$ cat src/rtl/rv_pkg.sv
// Shared definitions for the RV32I boot loader: word width, host command
// encodings, loader FSM states and memory-select values.
package rv_pkg;

  localparam int XLEN = 32;

  typedef enum logic [1:0] {
    OP_SETADDR = 2'd0,
    OP_WRITE   = 2'd1,
    OP_READ    = 2'd2,
    OP_RUN     = 2'd3
  } ld_op_e;

  typedef enum logic [1:0] {
    LD_LOAD = 2'd0,
    LD_RESP = 2'd1,
    LD_RUN  = 2'd2
  } ld_state_e;

  localparam logic SEL_IMEM = 1'b0;
  localparam logic SEL_DMEM = 1'b1;

endpackage

$ cat src/rtl/ld_addr_ptr.sv
// Wrap-around byte-address pointer for one memory. A load with a misaligned
// value is refused (pointer holds); an aligned but out-of-range value is
// reduced modulo the memory span. load_err flags either problem on load_val.
module ld_addr_ptr #(
  parameter int XLEN  = rv_pkg::XLEN,
  parameter int WORDS = 64
) (
  input  logic            clk,
  input  logic            reset,
  input  logic            load_en,
  input  logic [XLEN-1:0] load_val,
  input  logic            inc_en,
  output logic [XLEN-1:0] ptr,
  output logic            load_err
);

  // Pointer only needs enough bits to address the span; the upper bits are
  // always zero, which gives the wrap for free.
  localparam int AW = $clog2(WORDS * 4);
  localparam logic [XLEN-1:0] SPAN = XLEN'(WORDS * 4);

  logic [AW-1:0] ptr_q, ptr_d;
  logic          misaligned;

  assign misaligned = (load_val[1:0] != 2'b00);
  assign load_err   = misaligned | (load_val >= SPAN);

  // Next pointer: aligned load, else word increment, else hold.
  always_comb begin
    ptr_d = ptr_q;
    if (load_en && !misaligned) begin
      ptr_d = load_val[AW-1:0];
    end else if (inc_en) begin
      ptr_d = ptr_q + AW'(4);
    end
  end

  // Pointer register, cleared by reset.
  always_ff @(posedge clk) begin
    if (reset) begin
      ptr_q <= '0;
    end else begin
      ptr_q <= ptr_d;
    end
  end

  assign ptr = {{(XLEN - AW){1'b0}}, ptr_q};

endmodule

$ cat src/rtl/rv_mem_loader.sv
// Boot-time loader and data-memory port arbiter for the RV32I core. While in
// LOAD/RESP the host fills or reads back imem/dmem through auto-incrementing
// pointers and the core is held in reset; RUN releases the core and hands it
// the dmem port.
//
// Handshakes: a command transfers on a rising edge where cmd_valid and
// cmd_ready are both high; a response transfers on a rising edge where
// rsp_valid and rsp_ready are both high. rsp_valid/rsp_data stay stable until
// that transfer, and the host must hold its command stable while cmd_valid is
// high and cmd_ready is low.
module rv_mem_loader #(
  parameter int XLEN       = rv_pkg::XLEN,
  parameter int IMEM_WORDS = 64,
  parameter int DMEM_WORDS = 64
) (
  input  logic            clk,
  input  logic            reset,
  input  logic            cmd_valid,
  output logic            cmd_ready,
  input  logic [1:0]      cmd_op,
  input  logic            cmd_sel,
  input  logic [XLEN-1:0] cmd_data,
  output logic            rsp_valid,
  input  logic            rsp_ready,
  output logic [XLEN-1:0] rsp_data,
  output logic            addr_err,
  output logic            running,
  output logic            cpu_reset,
  input  logic            cpu_we,
  input  logic [XLEN-1:0] cpu_addr,
  input  logic [XLEN-1:0] cpu_wdata,
  output logic            imem_we,
  output logic [XLEN-1:0] imem_addr,
  output logic [XLEN-1:0] imem_wdata,
  input  logic [XLEN-1:0] imem_rdata,
  output logic            dmem_we,
  output logic [XLEN-1:0] dmem_addr,
  output logic [XLEN-1:0] dmem_wdata,
  input  logic [XLEN-1:0] dmem_rdata,
  output logic [1:0]      dbg_state
);

  import rv_pkg::*;

  ld_state_e       state_q, state_d;
  logic            rsp_valid_q, rsp_valid_d;
  logic [XLEN-1:0] rsp_data_q, rsp_data_d;
  logic            addr_err_q, addr_err_d;

  ld_op_e          op;
  logic            fire;
  logic            ld_sel, inc_sel, sel_we;
  logic            sel_err;
  logic [XLEN-1:0] sel_rdata;
  logic [XLEN-1:0] ptr_imem, ptr_dmem;
  logic            err_imem, err_dmem;

  assign op        = ld_op_e'(cmd_op);
  assign cmd_ready = (state_q != LD_RESP);
  assign fire      = cmd_valid & cmd_ready;
  assign sel_rdata = (cmd_sel == SEL_DMEM) ? dmem_rdata : imem_rdata;
  assign sel_err   = (cmd_sel == SEL_DMEM) ? err_dmem : err_imem;

  ld_addr_ptr #(.XLEN(XLEN), .WORDS(IMEM_WORDS)) u_ptr_imem (
    .clk      (clk),
    .reset    (reset),
    .load_en  (ld_sel & (cmd_sel == SEL_IMEM)),
    .load_val (cmd_data),
    .inc_en   (inc_sel & (cmd_sel == SEL_IMEM)),
    .ptr      (ptr_imem),
    .load_err (err_imem)
  );

  ld_addr_ptr #(.XLEN(XLEN), .WORDS(DMEM_WORDS)) u_ptr_dmem (
    .clk      (clk),
    .reset    (reset),
    .load_en  (ld_sel & (cmd_sel == SEL_DMEM)),
    .load_val (cmd_data),
    .inc_en   (inc_sel & (cmd_sel == SEL_DMEM)),
    .ptr      (ptr_dmem),
    .load_err (err_dmem)
  );

  // Command decode and FSM next state; only LOAD touches memories/pointers.
  always_comb begin
    state_d     = state_q;
    rsp_valid_d = rsp_valid_q;
    rsp_data_d  = rsp_data_q;
    addr_err_d  = addr_err_q;
    ld_sel      = 1'b0;
    inc_sel     = 1'b0;
    sel_we      = 1'b0;
    case (state_q)
      LD_LOAD: begin
        if (fire) begin
          case (op)
            OP_SETADDR: begin
              ld_sel     = 1'b1;
              addr_err_d = addr_err_q | sel_err;
            end
            OP_WRITE: begin
              // Reset must suppress the combinational strobe too.
              sel_we  = ~reset;
              inc_sel = 1'b1;
            end
            OP_READ: begin
              rsp_data_d  = sel_rdata;
              rsp_valid_d = 1'b1;
              inc_sel     = 1'b1;
              state_d     = LD_RESP;
            end
            OP_RUN: begin
              state_d = LD_RUN;
            end
            default: ;
          endcase
        end
      end
      LD_RESP: begin
        if (rsp_ready) begin
          rsp_valid_d = 1'b0;
          state_d     = LD_LOAD;
        end
      end
      LD_RUN: begin
        if (fire && op == OP_RUN) begin
          state_d = LD_LOAD;
        end
      end
      default: state_d = LD_LOAD;
    endcase
  end

  // Memory port steering: loader pointers while loading, core owns dmem in RUN.
  always_comb begin
    imem_we    = 1'b0;
    imem_addr  = ptr_imem;
    imem_wdata = '0;
    dmem_we    = 1'b0;
    dmem_addr  = ptr_dmem;
    dmem_wdata = '0;
    if (state_q == LD_RUN) begin
      dmem_we    = cpu_we;
      dmem_addr  = cpu_addr;
      dmem_wdata = cpu_wdata;
    end else if (cmd_sel == SEL_IMEM) begin
      imem_we    = sel_we;
      imem_wdata = cmd_data;
    end else begin
      dmem_we    = sel_we;
      dmem_wdata = cmd_data;
    end
  end

  // Loader state registers; reset wins over any command in flight.
  always_ff @(posedge clk) begin
    if (reset) begin
      state_q     <= LD_LOAD;
      rsp_valid_q <= 1'b0;
      rsp_data_q  <= '0;
      addr_err_q  <= 1'b0;
    end else begin
      state_q     <= state_d;
      rsp_valid_q <= rsp_valid_d;
      rsp_data_q  <= rsp_data_d;
      addr_err_q  <= addr_err_d;
    end
  end

  assign rsp_valid = rsp_valid_q;
  assign rsp_data  = rsp_data_q;
  assign addr_err  = addr_err_q;
  assign running   = (state_q == LD_RUN);
  assign cpu_reset = (state_q != LD_RUN);
  assign dbg_state = state_q;

endmodule

$ cat config.mk
export PLATFORM = sky130hd
export DESIGN_NAME = rv_mem_loader
export DESIGN_NICKNAME = d
export VERILOG_FILES = /design/src/rtl/rv_pkg.sv /design/src/rtl/ld_addr_ptr.sv /design/src/rtl/rv_mem_loader.sv
export SDC_FILE = /design/constraint.sdc
export NUM_CORES = 1
export LEC_CHECK = 0
export ABC_AREA = 1
export CAP_MARGIN = 10
export CORE_AREA = 4 4 129 131
export CTS_BUF_LIST = sky130_fd_sc_hd__clkbuf_2
export CTS_CLUSTER_SIZE = 20
export DETAILED_ROUTE_END_ITERATION = 10
export DIE_AREA = 0 0 133 135
export MAX_ROUTING_LAYER = met4
export PLACE_DENSITY = 0.75
export REMOVE_ABC_BUFFERS = 1
export SYNTH_ARGS = -nofsm -noshare
export SYNTH_HDL_FRONTEND = slang
export SYNTH_HIERARCHICAL = 1
export SYNTH_SLANG_ARGS = --single-unit
$ cat constraint.sdc
create_clock -name clk -period 2.1 [get_ports clk]
set_input_delay 0.63 -clock clk [delete_from_list [all_inputs] [get_ports clk]]
set_output_delay 0.63 -clock clk [all_outputs]
set_load 0.05 [all_outputs]
# After elaboration in Yosys (flattened, before gate mapping)
# Cells that the tools add are included.
dict set report word_totals {
  output_inout_bits 169
  reg_bits 52
  in_bits 168
  word_cells 77
}
dict set report op_classes {
  n_addsub 2
  eq_ne 12
  n_mux 32
  reduce_logical 15
  order_cmp 1
  bitwise 9
}
# cell n
set ops {}
lappend ops {{$mux 32} 6}
lappend ops {{$ge 32x9->1 const B} 1}
lappend ops {{$mux 8} 4}
lappend ops {{$add 8x3->8 const B} 2}
lappend ops {{$mux 1} 16}
lappend ops {{$reduce_and 4->1} 2}
lappend ops {{$reduce_bool 2->1} 4}
lappend ops {{$eq 2x2->1 const B} 3}
lappend ops {{$mux 2} 3}
lappend ops {{$ne 2x1->1 const B} 3}
lappend ops {{$ne 2x2->1 const B} 3}
lappend ops {{$pmux 2 s3} 1}
lappend ops {{$reduce_and 3->1} 2}
lappend ops {{$and 1x1->1} 5}
lappend ops {{$eq 2x1->1 const B} 2}
lappend ops {{$logic_not 2->1} 2}
lappend ops {{$pmux 2 s2} 1}
lappend ops {{$logic_and 1x1->1} 3}
lappend ops {{$ne 3x2->1 const B} 1}
lappend ops {{$not 1->1} 2}
lappend ops {{$or 1x1->1} 2}
lappend ops {{$pmux 1 s2} 1}
lappend ops {{$reduce_or 2->1} 1}
lappend ops {{$logic_not 1->1} 1}

# Logic depth before layout (Yosys ltp)
# Gate-level depths: netlist (run 1).
dict set report depth {
  word_depth 8
  ltp_mapped 11
  ltp_nobuf 11
}

# Cells and area by module
# Netlist (run 1), hierarchy kept.
# module n_inst cells_each area_each_um2 seq_area_each_um2
set modules_own_cells {}
lappend modules_own_cells {rv_mem_loader 1 546 3006.6 720.7}
lappend modules_own_cells {ld_addr_ptr 2 114 732.0 160.2}

# Worst setup path before layout (run 1)
# OpenSTA, ideal clock, no wires.
dict set report synth_timing {
  path_kind {flip-flop to output port}
  start {register state_q[0] (netlist: dbg_state[0])}
  end {output dmem_wdata[10]}
  required_time_ns 1.470
  path_buffers 1
  path_stages_with_launch 6
  setup_slack_ns -0.836
  arrival_ns 2.306
  cell_sequence {dfxtp_1 nor2_4 inv_4 nand2_2 buf_6 o21ai_0}
}
dict set report synth_via {
  elab_chain_len 2
}
# item line
set synth_rtl {}
lappend synth_rtl {{from (decl)} rv_mem_loader.sv:45} ;# ld_state_e state_q, state_d;
lappend synth_rtl {{from (signal assigned)} rv_mem_loader.sv:163} ;# state_q <= state_d;
lappend synth_rtl {{$eq 2x2->1} rv_mem_loader.sv:142} ;# if (state_q == LD_RUN) begin
lappend synth_rtl {{$mux 32} rv_mem_loader.sv:142}
lappend synth_rtl {{to (decl)} rv_mem_loader.sv:38} ;# output logic [XLEN-1:0] dmem_wdata,
# Every way passes these cells.

# Worst setup path after layout (run 1)
dict set report layout_timing {
  start {register state_q[1] (netlist: dbg_state[1])}
  end {output dmem_wdata[11]}
}
# Same word-level chain as after synthesis.

==> results of run 1 <==
## layout make-up
class                      instances  area [sq um]  share of cell area
inverter                          71           287              0.0281
clock inverter                     2          13.8             0.00135
timing repair buffer             402          4950               0.485
sequential                        52          1040               0.102
clock buffer                       6          30.0             0.00294
multi-input combinational        612          3620               0.354
tap                              216           270              0.0265
## cells in the mapped netlist, drive strengths merged (4+ instances only)
master	n	share of area
ha	6	0.017
inv	71	0.062
o21ai	37	0.041
nand3	61	0.068
nand2	324	0.28
nand3b	4	0.0067
a21oi	45	0.055
clkbuf	10	0.015
nand4	7	0.0098
nor2	72	0.072
buf	75	0.13
dfxtp	52	0.23
## kinds of logic (layout without fill, tap and decap cells)
group | Yosys count | count (layout) | synth area share
simple gates | 472 | 472 | 0.441
buf+inv | 156 | 481 | 0.203
compound gates | 84 | 84 | 0.100
flops | 52 | 52 | 0.233
fa+ha+maj | 6 | 6 | 0.0168
other cells | 2 | 48 | 0.00168
xor+xnor | 2 | 2 | 0.00392
## per-stage QoR
stage | setup TNS, ps | instance area (sq um) | std cells
finish | -27660 | 10200 | 1361
detailed placement | -48110 | 8780 | 1332
global route | -39140 | 10200 | 1361
global placement | -47610 | 8780 | 1332
CTS | -33670 | 9550 | 1350
floorplan | -148660 | 4010 | 735
## repair_timing
action                     4_1_cts  5_1_grt
buffers inserted                 6        6
pin swaps                        7       31
setup endpoints to repair      103      111
gates resized for setup        156      135
gates cloned                     5        7
## critical path, cell delays in order, from the launching register on
cell	delay, ps
dfxtp_2	400
inv_2	70
nor2_4	40
buf_12	140
clkinv_8	60
nand2_8	90
buf_12	200
o21ai_4	190
buf_12	160
## sequential cells by signal, indices dropped and copies added, names as in the netlist
signal	count
u_ptr_imem/ptr_q	8
addr_err	1
u_ptr_dmem/ptr_q	8
rsp_data	32
rsp_valid	1
dbg_state	2
## layer usage
metal / up-vias / share of wire / track usage
li1: 3048 / - / -
met1: 2893 / 0.38 / 0.255
met2: 260 / 0.52 / 0.408
met3: 52 / 0.074 / 0.0559
met4: 0 / 0.032 / 0.0612
met5: - / 0 / -
## power by group through the flow
stage,clock (mW),combinational (mW),sequential (mW)
global placement,0,5.01,1.11
detailed placement,0,5.04,1.11
finish,0.436,6.28,1.10
CTS,0.471,5.69,1.10
floorplan,0,2.24,1.30
global route,0.505,6.49,1.11
## worst max path at each step
stage / from / cells past startpoint / slack (ps) / endpoint
floorplan: dbg_state[1]$_SDFFE_PP0P_ / 5 / -1860 / imem_wdata[0]
global placement: cmd_sel / 5 / -620 / dmem_wdata[31]
detailed placement: cmd_sel / 5 / -650 / dmem_wdata[16]
CTS: cmd_op[0] / 6 / -380 / dmem_we
global route: dbg_state[1]$_SDFFE_PP0P_ / 8 / -450 / dmem_wdata[11]
finish: dbg_state[1]$_SDFFE_PP0P_ / 8 / -330 / dmem_wdata[11]
==> results by group, run 1 <==
Clock network
  – Num CTS Buffers: 5
  – Root Driver: clkbuf_2
  – Hold-fix buffers at CTS: 0
  – Clock sink count: between 50 and 60
  – Clock tree buffer depth: 2
  – H-tree depth: 2
  – Clock Latency Late Sink: 440 ps
  – CTS tree: done
  – Worst-path clk slew: 300 ps

Cells and area
  – P&R area growth vs syn: 128%
  – Share of layout cells above drive strength 1: 0.355
  – # diodes: 0
  – Nets: 1318
  – Fillers: 1199
  – Commonest non-fill, non-tap cell in the layout: nand2_1
  – Final Util: 0.655
  – Most frequent cells in the layout: nand2_1, clkdlybuf4s50_1, buf_4, buf_12, inv_1

Die
  – Die Width: 133 um
  – Row count: 46
  – Die area: 0.0180 sq mm
  – I/O pins: approximately 340
  – Initial Util: 0.287
  – Die height: between 100 and 150 um
  – Core area: 0.0156 sq mm

Detailed routing
  – Final ANT Viol Nets: 0
  – # DRC: 0
  – Avg Vias per Cell: 4.59
  – 1st-iter DRT viols: between 300 and 400
  – DRT Wirelength: 23800 um
  – Via Count: approximately 6300
  – Wirelength per Cell: 17.5 um
  – First-pass DRT Iterations: 5

Run status
  – Failing checks: setup timing
  – Run status: complete, but fails checks

Worst setup path
  – Internal reg-to-reg setup slack: around 180 ps
  – CP Capture Type: primary output
  – R2R cell count: 11
  – Worst-path fanout max: 7
  – Crit Reg-Reg Startpoint: dbg_state[1]$_SDFFE_PP0P_
  – Worst Setup Path Type: register to primary output
  – Worst Path Arrival: roughly 1800 ps
  – Req. time, crit path: ~1500 ps
  – RR Endpoint: u_ptr_dmem/ptr_q[5]$_SDFFE_PP0N_
  – Type of origin of the critical path: register

Placement
  – Port Buf Inserts: 312
  – Post-DP HPWL: 16500 um
  – RePlAce Congestion: about 0.9
  – Dpl ws: -646 ps

Timing
  – Final Critical Period: around 2400 ps
  – Final setup violation count: 100
  – Final Slew Violations: 0
  – Final Hold Viols: 0
  – Clock Skew: 43.9 ps
  – Crit path setup slack, layout: -334 ps
  – Final Cycle Share: 1.16
  – F_max: 411 MHz
  – Slew HR: 0.662
  – Least-Margin Pin Slew: ~500 ps
  – Worst hold margin: 467 ps
  – RSZ-0062 raised after global routing: yes

Logic synthesis
  – Synth Flop Type: dfxtp_1
  – Yosys cell types: 32
  – Syn_area_per_cell: 5.78 sq um
  – Synth Register Bits: 52
  – Post-synthesis sequential area ratio: 0.233
  – Number of synthesized flops with an enable pin: 0
  – Ys Warns: 6
  – Post-Syn Instances: 774
  – Post-synth ARST share: 0
  – Mapped Area: 0.00447 sq mm

Job
  – Total of max-cap violations: 0

Pwr
  – Seq pwr share: 0.141
  – Pint: ~3.9 mW
  – Clock power frac: 0.056
  – Psw: 3.93 mW
  – Total power: 7.81 mW
  – Logic pwr share: 0.803
  – Cell Pwr Density: 765 mW/mm^2
  – Sw Share: 0.504
  – Maximum vdd ir drop: roughly 0.00045 V
  – Static Leak: around 4.8 nW

Global routing
  – Vias in the first global route: 5665
  – Gr usage total: 0.228
  – Initial antenna violation count: 0
  – Grt total ovfl: 0
  – Global-route wire length before repair: 31200 um
  – Largest net degree at the start of global routing: 43

Worst hold path
  – Worst hold start: u_ptr_imem/ptr_q[0]$_SDFFE_PP0P_
  – HP Class: register to register
  – Hold EP: u_ptr_imem/ptr_q[0]$_SDFFE_PP0P_
  – Hold path depth: 2
Power figures use the tool's default switching activity.
==> run 2, diff against run 1 <==
--- a/config.mk
+++ b/config.mk
@@ -14,7 +14,6 @@
 export DIE_AREA = 0 0 133 135
 export MAX_ROUTING_LAYER = met4
 export PLACE_DENSITY = 0.75
-export REMOVE_ABC_BUFFERS = 1
 export SYNTH_ARGS = -nofsm -noshare
 export SYNTH_HDL_FRONTEND = slang
 export SYNTH_HIERARCHICAL = 1
==> run 2 against run 1 <==
The run still ends with setup timing left; largest power group unchanged; register-to-register slack is essentially flat; clock skew fell by 21 ps; highest routed layer unchanged; first-iteration DRC count decreased by 19%.
==> results by group, run 2 (same netlist as run 1, synthesis figures left out) <==
Run status
  – Run status: complete, but fails checks
  – Failing checks: setup timing

Die
  – Initial Util: 0.287
  – Die Width: 133 um
  – Die area: roughly 0.018 sq mm
  – Row count: 46
  – Die height: 135 um
  – Core area: 0.0156 sq mm
  – I/O pins: 337

Detailed routing
  – Via Count: 6158
  – # DRC: 0
  – Final ANT Viol Nets: 0
  – DRT Wirelength: 21900 um
  – Avg Vias per Cell: 4.52
  – First-pass DRT Iterations: 4
  – Wirelength per Cell: 16.1 um
  – 1st-iter DRT viols: roughly 270

Timing
  – Final Hold Viols: 0
  – Clock Skew: around 23 ps
  – Final Slew Violations: 0
  – Crit path setup slack, layout: -342 ps
  – Final setup violation count: 100
  – RSZ-0062 raised after global routing: yes
  – F_max: 409 MHz
  – Final Cycle Share: 1.16
  – Final Critical Period: 2440 ps
  – Setup TNS: -23910 ps

Placement
  – RePlAce Congestion: around 0.9
  – Dpl ws: -442 ps
  – Post-DP HPWL: 16100 um
  – Inst Count DP: 1330
  – Port Buf Inserts: 312

Cells and area
  – Fillers: about 1300
  – Multi-input gate area: 0.00346 sq mm
  – Non-filler cells, final: between 1000 and 1500
  – Nets: 1318
  – Most frequent cells in the layout: nand2_1, clkdlybuf4s50_1, buf_4, buf_12, inv_1
  – P&R area growth vs syn: 125%
  – Final Util: 0.645
  – Reg area: 0.00105 sq mm
  – Share of layout cells above drive strength 1: 0.348
  – Max reg flops: 32
  – Commonest non-fill, non-tap cell in the layout: nand2_1

Global routing
  – Global-route wire length before repair: 32200 um
  – Largest net degree at the start of global routing: 43
  – Grt total ovfl: 0
  – Vias in the first global route: 6004
  – Gr usage total: 0.233
  – Initial antenna violation count: 1

Clock network
  – Root Driver: clkbuf_2
  – Worst-path clk slew: between 200 and 300 ps
  – Clock sink count: 52
  – Num CTS Buffers: 5
  – Clock Latency Late Sink: 460 ps
  – CTS tree: done
  – H-tree depth: 2
  – Clock tree buffer depth: 2

Job
  – Total of max-cap violations: 0

Pwr
  – Cell Pwr Density: 761 mW/mm^2
  – Static Leak: 4.60 nW
  – Total power: 7.66 mW
  – Maximum vdd ir drop: 0.000376 V

Worst setup path
  – Worst Path Arrival: between 1500 and 2000 ps
  – CP Capture Type: primary output
  – Crit-path max cell delay: 340 ps
  – Worst-path fanout max: 5
  – Type of origin of the critical path: input port
  – Worst Setup Path Type: input port to primary output
  – Req. time, crit path: 1470 ps
  – Max stage delay cell, worst path: dlygate4sd2_1
  – Critical Path, Cell by Cell: dlygate4sd2_1 > inv_2 > nand2_8 > buf_6 > buf_16 > nor2_4 > buf_12

Worst hold path
  – HP Class: register to register
[run 2: cell count changes in the layout (fill, tap and decap cells not counted), moves of 5 or more]
cell	previous run	this run
buf_8	2	7
nand2_1	253	260
nand2_2	24	54
nand2_4	45	7
nor2_2	24	8
nor2_4	14	29
o21ai_2	1	7
o21ai_4	32	26
[run 2: worst max-delay path, delay by kind of cell]
family,cells,cell delay (ps)
buffers and inverters,5,940
and+or+nand+nor,2,220
[run 2: where the power goes]
part	internal [mW]	switching [mW]
sequential	1.05	0.0458
clock	0.0904	0.345
combinational	2.71	3.42
[run 2: area by class of cell]
| class | instances | share of cell area |
|---|---|---|
| inverter | 71 | 0.0280 |
| clock buffer | 6 | 0.00299 |
| sequential | 52 | 0.104 |
| tap | 216 | 0.0269 |
| multi-input combinational | 612 | 0.344 |
| timing repair buffer | 402 | 0.492 |
| antenna | 1 | 0.000249 |
| clock inverter | 2 | 0.00137 |
[run 2: metal layers]
metal	global-route usage	part of all wire	vias to the layer above
li1	-	-	3050
met1	0.253	0.38	2808
met2	0.427	0.53	264
met3	0.0451	0.063	36
met4	0.0779	0.028	0
met5	-	0	-
[run 2: worst paths after layout]
kind                                                       start                                to  slack (ps)  cells past startpoint
worst max register to register         dbg_state[1]$_SDFFE_PP0P_  u_ptr_imem/ptr_q[5]$_SDFFE_PP0N_         170                     14
worst max-delay path                                     cmd_sel                    imem_wdata[22]        -340                      7
worst min-delay path            u_ptr_dmem/ptr_q[0]$_SDFFE_PP0P_  u_ptr_dmem/ptr_q[0]$_SDFFE_PP0P_         460                      2
worst min register to register  u_ptr_dmem/ptr_q[0]$_SDFFE_PP0P_  u_ptr_dmem/ptr_q[0]$_SDFFE_PP0P_         460                      2
[run 2: through the flow]
stage,cell area (sq um),hold slack [ps]
finish,10100,462
global route,10100,485
CTS,9870,464
detailed placement,9120,436
global placement,9120,433
floorplan,5000,423
[run 2: what timing repair did]
item | 4_1_cts | 5_1_grt
cloned | 8 | 2
pin swaps | 21 | 12
gates resized for setup | 102 | 38
endpoints found under the setup margin | 100 | 101
setup buffers | 12 | 3
hold buffers | 0 | 0
